$ cat src/rtl/crc9_pkg.sv
// Shared constants, state encoding and the single-bit CRC-9 step used by the
// frame controller and its three-bit update slice.
`timescale 1ns/1ps
package crc9_pkg;

    localparam int             CRC_W        = 9;
    localparam logic [CRC_W-1:0] POLY       = 9'h103;
    localparam int             BITS_PER_CYC = 3;

    typedef enum logic [1:0] {
        ST_IDLE,
        ST_SHIFT,
        ST_DONE
    } state_t;

    // MSB-first, non-reflected LFSR step for x^9+x^8+x+1.
    function automatic logic [CRC_W-1:0] crcBitStep(input logic [CRC_W-1:0] c, input logic b);
        logic fb;
        fb = c[CRC_W-1] ^ b;
        return {c[CRC_W-2:0], 1'b0} ^ (fb ? POLY : '0);
    endfunction

endpackage

$ cat src/rtl/crc9_step3.sv
// Combinational CRC-9 update that consumes three message bits per call,
// oldest bit in bits[2].
`timescale 1ns/1ps
module crc9_step3
    import crc9_pkg::*;
(
    input  logic [CRC_W-1:0]        crc,
    input  logic [BITS_PER_CYC-1:0] bits,
    output logic [CRC_W-1:0]        crc_next
);

    always_comb begin
        crc_next = crc;
        for (int i = BITS_PER_CYC - 1; i >= 0; i--) begin
            crc_next = crcBitStep(crc_next, bits[i]);
        end
    end

endmodule

$ cat src/rtl/crc9_frame_ctrl.sv
// Frame-level CRC-9 controller: accepts 9-bit words, folds three bits per clock
// into the CRC and holds the finished frame CRC until the consumer takes it.
`timescale 1ns/1ps
module crc9_frame_ctrl
    import crc9_pkg::*;
#(
    parameter logic [CRC_W-1:0] CRC_INIT = 9'h000
) (
    input  logic             clk,
    input  logic             reset,
    input  logic             msg_valid,
    input  logic [CRC_W-1:0] msg_data,
    input  logic             msg_last,
    output logic             msg_ready,
    input  logic             abort,
    output logic             crc_valid,
    input  logic             crc_ready,
    output logic [CRC_W-1:0] crc_out,
    output logic             busy,
    output logic [7:0]       frame_cnt
);

    state_t           r_state;
    state_t           w_stateNext;
    logic             r_mid;
    logic             r_last;
    logic [1:0]       r_phase;
    logic [CRC_W-1:0] r_sr;
    logic [CRC_W-1:0] r_crc;
    logic [CRC_W-1:0] r_crcOut;
    logic [7:0]       r_frameCnt;
    logic [CRC_W-1:0] w_crcNext;
    logic             w_handshake;
    logic             w_phaseEnd;

    crc9_step3 u_step3 (
        .crc      (r_crc),
        .bits     (r_sr[CRC_W-1 -: BITS_PER_CYC]),
        .crc_next (w_crcNext)
    );

    assign w_phaseEnd  = (r_state == ST_SHIFT) && (r_phase == 2'd2);
    assign w_handshake = msg_valid && msg_ready;
    assign crc_out     = r_crcOut;
    assign frame_cnt   = r_frameCnt;

    always_ff @(posedge clk) begin
        if (reset) begin
            r_state <= ST_IDLE;
        end else begin
            r_state <= w_stateNext;
        end
    end

    always_comb begin
        w_stateNext = r_state;
        if (abort) begin
            w_stateNext = ST_IDLE;
        end else begin
            case (r_state)
                ST_IDLE:  if (w_handshake) w_stateNext = ST_SHIFT;
                ST_SHIFT: begin
                    if (w_phaseEnd) begin
                        if (w_handshake)  w_stateNext = ST_SHIFT;
                        else if (r_last)  w_stateNext = ST_DONE;
                        else              w_stateNext = ST_IDLE;
                    end
                end
                ST_DONE:  if (crc_ready) w_stateNext = ST_IDLE;
                default:  w_stateNext = ST_IDLE;
            endcase
        end
    end

    always_comb begin
        msg_ready = !reset && !abort && ((r_state == ST_IDLE) || (w_phaseEnd && !r_last));
        busy      = !reset && (r_state != ST_IDLE);
        crc_valid = (r_state == ST_DONE);
    end

    // The last triplet of a word and the next word load share one edge, so a
    // phase-2 handshake overrides the shift of sr/last/phase.
    always_ff @(posedge clk) begin
        if (reset) begin
            r_mid      <= 1'b0;
            r_phase    <= 2'd0;
            r_sr       <= '0;
            r_last     <= 1'b0;
            r_crc      <= CRC_INIT;
            r_crcOut   <= '0;
            r_frameCnt <= 8'd0;
        end else if (abort) begin
            r_mid <= 1'b0;
            r_crc <= CRC_INIT;
        end else begin
            case (r_state)
                ST_IDLE: begin
                    if (w_handshake) begin
                        r_sr    <= msg_data;
                        r_last  <= msg_last;
                        r_phase <= 2'd0;
                        if (!r_mid) r_crc <= CRC_INIT;
                    end
                end
                ST_SHIFT: begin
                    r_crc   <= w_crcNext;
                    r_sr    <= {r_sr[CRC_W-BITS_PER_CYC-1:0], {BITS_PER_CYC{1'b0}}};
                    r_phase <= w_phaseEnd ? 2'd0 : r_phase + 2'd1;
                    if (w_phaseEnd) begin
                        if (w_handshake) begin
                            r_sr   <= msg_data;
                            r_last <= msg_last;
                        end else if (r_last) begin
                            r_crcOut <= w_crcNext;
                        end else begin
                            r_mid <= 1'b1;
                        end
                    end
                end
                ST_DONE: begin
                    if (crc_ready) begin
                        r_mid      <= 1'b0;
                        r_frameCnt <= r_frameCnt + 8'd1;
                    end
                end
                default: ;
            endcase
        end
    end

endmodule

$ cat config.mk
export PLATFORM = sky130hd
export DESIGN_NAME = crc9_frame_ctrl
export DESIGN_NICKNAME = d
export VERILOG_FILES = /design/src/rtl/crc9_pkg.sv /design/src/rtl/crc9_step3.sv /design/src/rtl/crc9_frame_ctrl.sv
export SDC_FILE = /design/constraint.sdc
export NUM_CORES = 1
export LEC_CHECK = 0
export CAP_MARGIN = 20
export CORE_ASPECT_RATIO = 1.2
export CORE_UTILIZATION = 55
export DETAILED_ROUTE_END_ITERATION = 10
export PLACE_DENSITY = 0.85
export SLEW_MARGIN = 0
export SYNTH_ARGS = -nofsm -noshare
export SYNTH_HDL_FRONTEND = slang
export SYNTH_SLANG_ARGS = --single-unit
$ cat constraint.sdc
create_clock -name clk -period 5.04 [get_ports clk]
set_input_delay 1.008 -clock clk [delete_from_list [all_inputs] [get_ports clk]]
set_output_delay 1.008 -clock clk [all_outputs]
set_load 0.02 [all_outputs]
==> results of run 1 <==
## registers in the layout (all words and copies together), names as in the netlist
register / cells
crc_out: 9
r_crc: 9
r_sr: 9
frame_cnt: 8
r_phase: 2
r_state: 2
r_last: 1
r_mid: 1
## stage by stage
step,std cells,utilization (%),setup slack [ns],instance area (um^2)
after floorplan,200,-,2.01,1870
after global placement,261,69.2,1.41,2190
after detailed placement,261,69.2,1.36,2190
after CTS,269,72.1,1.33,2280
after global routing,269,72.1,1.26,2280
final,269,72.1,1.34,2280
## layout make-up
type | instances | area, um^2
Clock buffer | 6 | 51.3
Clock inverter | 2 | 37.5
Fill cell | 243 | 885
Inverter | 3 | 11.3
Multi-Input combinational cell | 145 | 960
Sequential cell | 41 | 821
Tap cell | 36 | 45.0
Timing Repair Buffer | 36 | 355
## report_power, final
group          switching [mW]  internal (mW)
Sequential            0.00396          0.329
Clock                   0.107          0.118
Combinational          0.0284         0.0274
Total                   0.139          0.474
## routing by layer
layer / vias to the layer above / track usage [%] / part of all wire (%)
li1: 765 / - / -
met1: 714 / 25.0 / 46
met2: 35 / 39.3 / 49
met3: 4 / 5.87 / 4.6
met4: 0 / 7.50 / 1.3
met5: - / 0 / 0
## kinds of logic (layout without fill, tap and decap cells)
kind of cell / Yosys count / in the layout
and+or+nand+nor: 79 / 79
DFF: 41 / 41
AOI/OAI and AO/OA: 37 / 37
xor gates and xnor gates: 15 / 15
buffers and inverters: 14 / 47
muxes: 13 / 13
adders and majority gates: 1 / 1
## path summary, 6_finish.rpt
kind | start | end | slack (ns) | cells after the start
worst max-delay path | abort | msg_ready | 1.34 | 4
worst min-delay path | crc_out[0] | crc_out[0] | 0.51 | 2
worst min register to register | crc_out[0] | crc_out[0] | 0.51 | 2
worst max register to register | r_state[0] | crc_out[8] | 2.98 | 4
## synth_stat cells (all sizes together) (4+ instances only)
master / count / area (um^2)
nand2: 7 / 26.3
a21oi: 4 / 20.0
nor2: 46 / 173
xnor2: 10 / 87.6
a211oi: 10 / 75.1
dfxtp: 41 / 821
nor3: 6 / 30.0
xor2: 4 / 35.0
buf: 8 / 71.3
mux2i: 13 / 130
a22oi: 11 / 82.6
## worst max-delay path, delay by kind of cell
family / cells / cell delay [ns]
and+or+nand+nor: 1 / 0.30
buffers and inverters: 2 / 1.16
AOI/OAI and AO/OA: 1 / 0.23
==> results_dict.tcl, run 1 <==
set metrics [dict create \
    num_vias 1518 \
    async_reset_ff_share_pct 0 \
    wl_per_cell_um 13.4 \
    drt_drc_violations_left 0 \
    wirelength_um 3600 \
    ctsResizeCount 0 \
    remaining_antenna_violation_count_after_routing 0 \
    ir_drop_uv 291 \
    total_power_uw 614 \
    top_level_ports 35 \
    layout_min_cycle_time_ns 3.70 \
    final-hold-violation-count 0 \
    syn-num-nets 216 \
    drt_first_iter_violations 48 \
    power.static_leakage_nw 0.802 \
    critical_path_peak_fanout 7 \
    dp_hpwl_um 2540 \
    fin_worst_hold_slack_ns 0.506 \
    grt_util_all_layers_pct 21.9 \
    timing.critical_path.mode_cell "clkdlybuf4s50_1" \
    status "completed" \
    cp_slowest_cell "clkdlybuf4s50_1" \
    critical_path_arrival_ns 2.69 \
    num-nets-final 248 \
    max_cap_violations 0 \
    cts.clk_slew.worst_paths_ns 0.12 \
    postSynthCellCount 200 \
    grt_setup_unrepaired "no" \
    insertedDiodeCount 0 \
    route.detailed.vias_per_inst 5.64 \
    dieArea_um2 3650 \
    drtPass1Iterations 4 \
    grt_first_pass_wirelength_um 6220 \
    critPathMaxStageDelay_ns 0.64 \
    yosys.area_share.simple_pct 20.0 \
    numCtsBuffers 5 \
    synth_top_family_by_area "simple AND/OR/NAND/NOR gates" \
    grt_antenna_before_repair 0 \
    core_region_area_um2 3170 \
    crit_path_cell_trace "clkdlybuf4s50_1 > or2_0 > a211oi_1 > clkdlybuf4s50_1" \
    worst_pin_slew_ns 0.587 \
    min_path_type "flop to flop" \
    area_growth_syn_to_layout_pct 21.7 \
    yosys.area_share.xor_xnor_pct 7.74 \
    final.period_utilization_pct 73.5 \
    synth-compound-area-share_pct 15.9 \
    synth.distinct_cells 41 \
    chipWidth_um 55.3 \
    worst_skew_late_latency_ns 0.35 \
    grt_start_max_net_pins 37 \
    mappedNetlistArea_um2 1870 \
    cts-root-buf "clkbuf_4" \
    grt_overflow 0 \
    slew_violations 0 \
    cts_post_setup_buffers_inserted 0 \
    synth-adder-area-share_pct 0.668 \
    commonest_cells_after_routing_fill_and_taps_aside "nor2_1, dfxtp_1, clkdlybuf4s50_1" \
    worst-setup-path-type "input pin to primary output" \
    worst_setup_path_start_kind "input pin" \
    final_common_cell "nor2_1" \
    critical_path.endpoint_type "primary output" \
    htree_levels 2 \
    sequential_to_total_area_share_from_yosys_stat_pct 43.8 \
    yosys_warnings 0 \
    max-slew-margin-rel_pct 60.8 \
    synth.area.mux_share_pct 6.94 \
    synth_edf_count 0 \
    cts-root-to-sink-buffers 2 \
    number_of_clock_sinks 41 \
    die_h_um 66.0 \
    numPortBuffers 34 \
    final.setup_skew_ns 0.00408 \
    vias_in_the_first_global_route 1420 \
    cts.hold.buffers_added 0 \
    critical_path_required_ns 4.03 \
    start_util_pct 59.2 \
    finalSetupViolations 0 \
    maxClockFrequency_ghz 0.270 \
    synth_top_flop_cell "dfxtp_1" \
    total_negative_slack_for_setup_checks_ns 0 \
    gp_congestion 0.807 \
    synthesis.area_per_instance_um2 9.37 \
    post_route_cells_drive_above_1_share_pct 6.44 \
    power_density_nw_per_um2 269 \
    tritoncts "built" \
    ys_seq_elements 41 \
    rows 22 \
]
(Power assumes the default switching activity.)
==> run 2, diff against run 1 <==
--- a/config.mk
+++ b/config.mk
@@ -7,9 +7,9 @@
 export LEC_CHECK = 0
 export CAP_MARGIN = 20
 export CORE_ASPECT_RATIO = 1.2
-export CORE_UTILIZATION = 55
+export CORE_UTILIZATION = 46
 export DETAILED_ROUTE_END_ITERATION = 10
-export PLACE_DENSITY = 0.85
+export PLACE_DENSITY = 0.76
 export SLEW_MARGIN = 0
 export SYNTH_ARGS = -nofsm -noshare
 export SYNTH_HDL_FRONTEND = slang
==> constraint.sdc (replaced) <==
create_clock -name clk -period 3 [get_ports clk]
set_input_delay 0.6 -clock clk [delete_from_list [all_inputs] [get_ports clk]]
set_output_delay 0.6 -clock clk [all_outputs]
set_load 0.02 [all_outputs]
==> run 2 against run 1 <==
  * Non-clock buffer count increased by 3
  * First-iteration DRC count grew 44%
  * Sequential cell count stayed put
  * Clock skew up 0.0078 ns
  * Sequential power rose by 68%
  * Critical path depth is the same
  * Wire length grew 4.1%
  * Global-route usage fell by 2.4 points
  * Sequential share of layout area decreased by 1.1 points
  * Largest power group unchanged
  * Clock-buffer cell count is 1 lower
  * Power grew 80%
  * Worst setup slack got worse by 1.1 ns
==> results_dict.tcl, run 2 (synthesized netlist as in run 1, its figures left out) <==
set metrics [dict create \
    worst_pin_slew_ns 0.591 \
    startpoint "reset" \
    cts.clk_slew.worst_paths_ns 0.08 \
    crit_path_cell_trace "clkdlybuf4s50_1 > or2_0 > a211oi_1 > clkdlybuf4s50_1" \
    cts-root-buf "clkbuf_8" \
    remaining_antenna_violation_count_after_routing 0 \
    drt_drc_violations_left 0 \
    max_cap_violations 0 \
    insertedDiodeCount 0 \
    finalCoreUtilization_pct 60.2 \
    final-hold-violation-count 0 \
    max-slew-margin-rel_pct 60.5 \
    critical_path_peak_fanout 2 \
    critPathMaxStageDelay_ns 0.64 \
    cts.hold.buffers_added 0 \
    wl_per_cell_um 12.9 \
    chipWidth_um 60.3 \
    final.setup_skew_ns 0.0119 \
    dieArea_um2 4330 \
    die_h_um 71.9 \
    worst-setup-path-type "input pin to primary output" \
    start_util_pct 47.9 \
    drtPass1Iterations 4 \
    finalSetupViolations 0 \
    grt_util_all_layers_pct 19.5 \
    num_vias 1536 \
    worstReg2RegStart "r_state[0]" \
    layout_min_cycle_time_ns 2.78 \
    number_of_clock_sinks 41 \
    critical_path.endpoint_type "primary output" \
    power.static_leakage_nw 0.827 \
    cts_post_setup_buffers_inserted 0 \
    total_negative_slack_for_setup_checks_ns 0 \
    r2r_slack_ns 1.20 \
    worst_setup_path_start_kind "input pin" \
    gp_congestion 0.828 \
    grt_antenna_before_repair 0 \
    slew_violations 0 \
    min_path_type "flop to flop" \
    grt_first_pass_wirelength_um 6220 \
    worst_skew_late_latency_ns 0.30 \
    drt_first_iter_violations 69 \
    fin_worst_hold_slack_ns 0.489 \
    status "completed" \
    htree_levels 2 \
    hold_path.startpoint "r_crc[8]" \
    final_common_cell "nor2_1" \
    critical_path_arrival_ns 2.18 \
    post_route_cells_drive_above_1_share_pct 7.63 \
    numPortBuffers 34 \
    rows 25 \
    cts-root-to-sink-buffers 2 \
    vias_in_the_first_global_route 1429 \
    maxClockFrequency_ghz 0.360 \
    commonest_cells_after_routing_fill_and_taps_aside "nor2_1, dfxtp_1, clkdlybuf4s50_1" \
    cp_slowest_cell "clkdlybuf4s50_1" \
    power_density_nw_per_um2 469 \
    tritoncts "built" \
    wirelength_um 3740 \
    area_growth_syn_to_layout_pct 25.5 \
    timing.critical_path.mode_cell "clkdlybuf4s50_1" \
    top_level_ports 35 \
    num-nets-final 251 \
    numCtsBuffers 5 \
    route.detailed.vias_per_inst 5.30 \
    grt_overflow 0 \
    critical_path_required_ns 2.40 \
    final.period_utilization_pct 92.6 \
    dp_hpwl_um 2640 \
    grt_start_max_net_pins 36 \
    ir_drop_uv 422 \
    ctsResizeCount 0 \
    grt_setup_unrepaired "no" \
    core_region_area_um2 3910 \
]
run 2: changes by cell type in the layout (fill, tap and decap cells not counted):
cell,delta
clkbuf_4,-5
clkbuf_8,+4
buf_4,+3
clkinv_4,+1
run 2: cell type report:
type	count	area (um^2)
Timing Repair Buffer	39	378
Clock inverter	3	46.3
Inverter	3	11.3
Multi-Input combinational cell	145	960
Tap cell	54	67.6
Sequential cell	41	821
Clock buffer	5	68.8
Fill cell	351	1560
run 2: worst max-delay path: cells and delay by family:
kind | cells | cell delay [ns]
buf+inv | 2 | 1.11
simple gates | 1 | 0.25
compound gates | 1 | 0.22
run 2: worst paths after layout:
check,cells after the start,to
worst max register to register,5,crc_out[6]
worst max-delay path,4,msg_ready
worst min register to register,2,r_crc[8]
worst min-delay path,2,r_crc[8]
run 2: power by group:
part	total, mW	internal [mW]	switching, mW
logic	0.0958	0.0476	0.0482
registers	0.559	0.552	0.00629
clock network	0.448	0.249	0.199
run 2: through the flow:
stage          area (um^2)  cells  setup WS [ns]  total power [mW]
2_1_floorplan         1870    200          0.782             0.634
3_3_place_gp          2240    282          0.222             0.666
3_5_place_dp          2240    282          0.234             0.667
4_1_cts               2350    290          0.207              1.11
5_1_grt               2350    290          0.175              1.16
6_report              2350    290          0.223              1.10
run 2: metal layers:
metal / vias to the layer above / wire, um / share of wire (%) / global-route usage (%)
met3: 7 / 115 / 3.1 / 5.35
li1: 774 / - / - / -
met5: - / 0 / 0 / 0
met1: 727 / 1620 / 43 / 22.7
met2: 28 / 1950 / 52 / 32.1
met4: 0 / 56 / 1.5 / 9.82
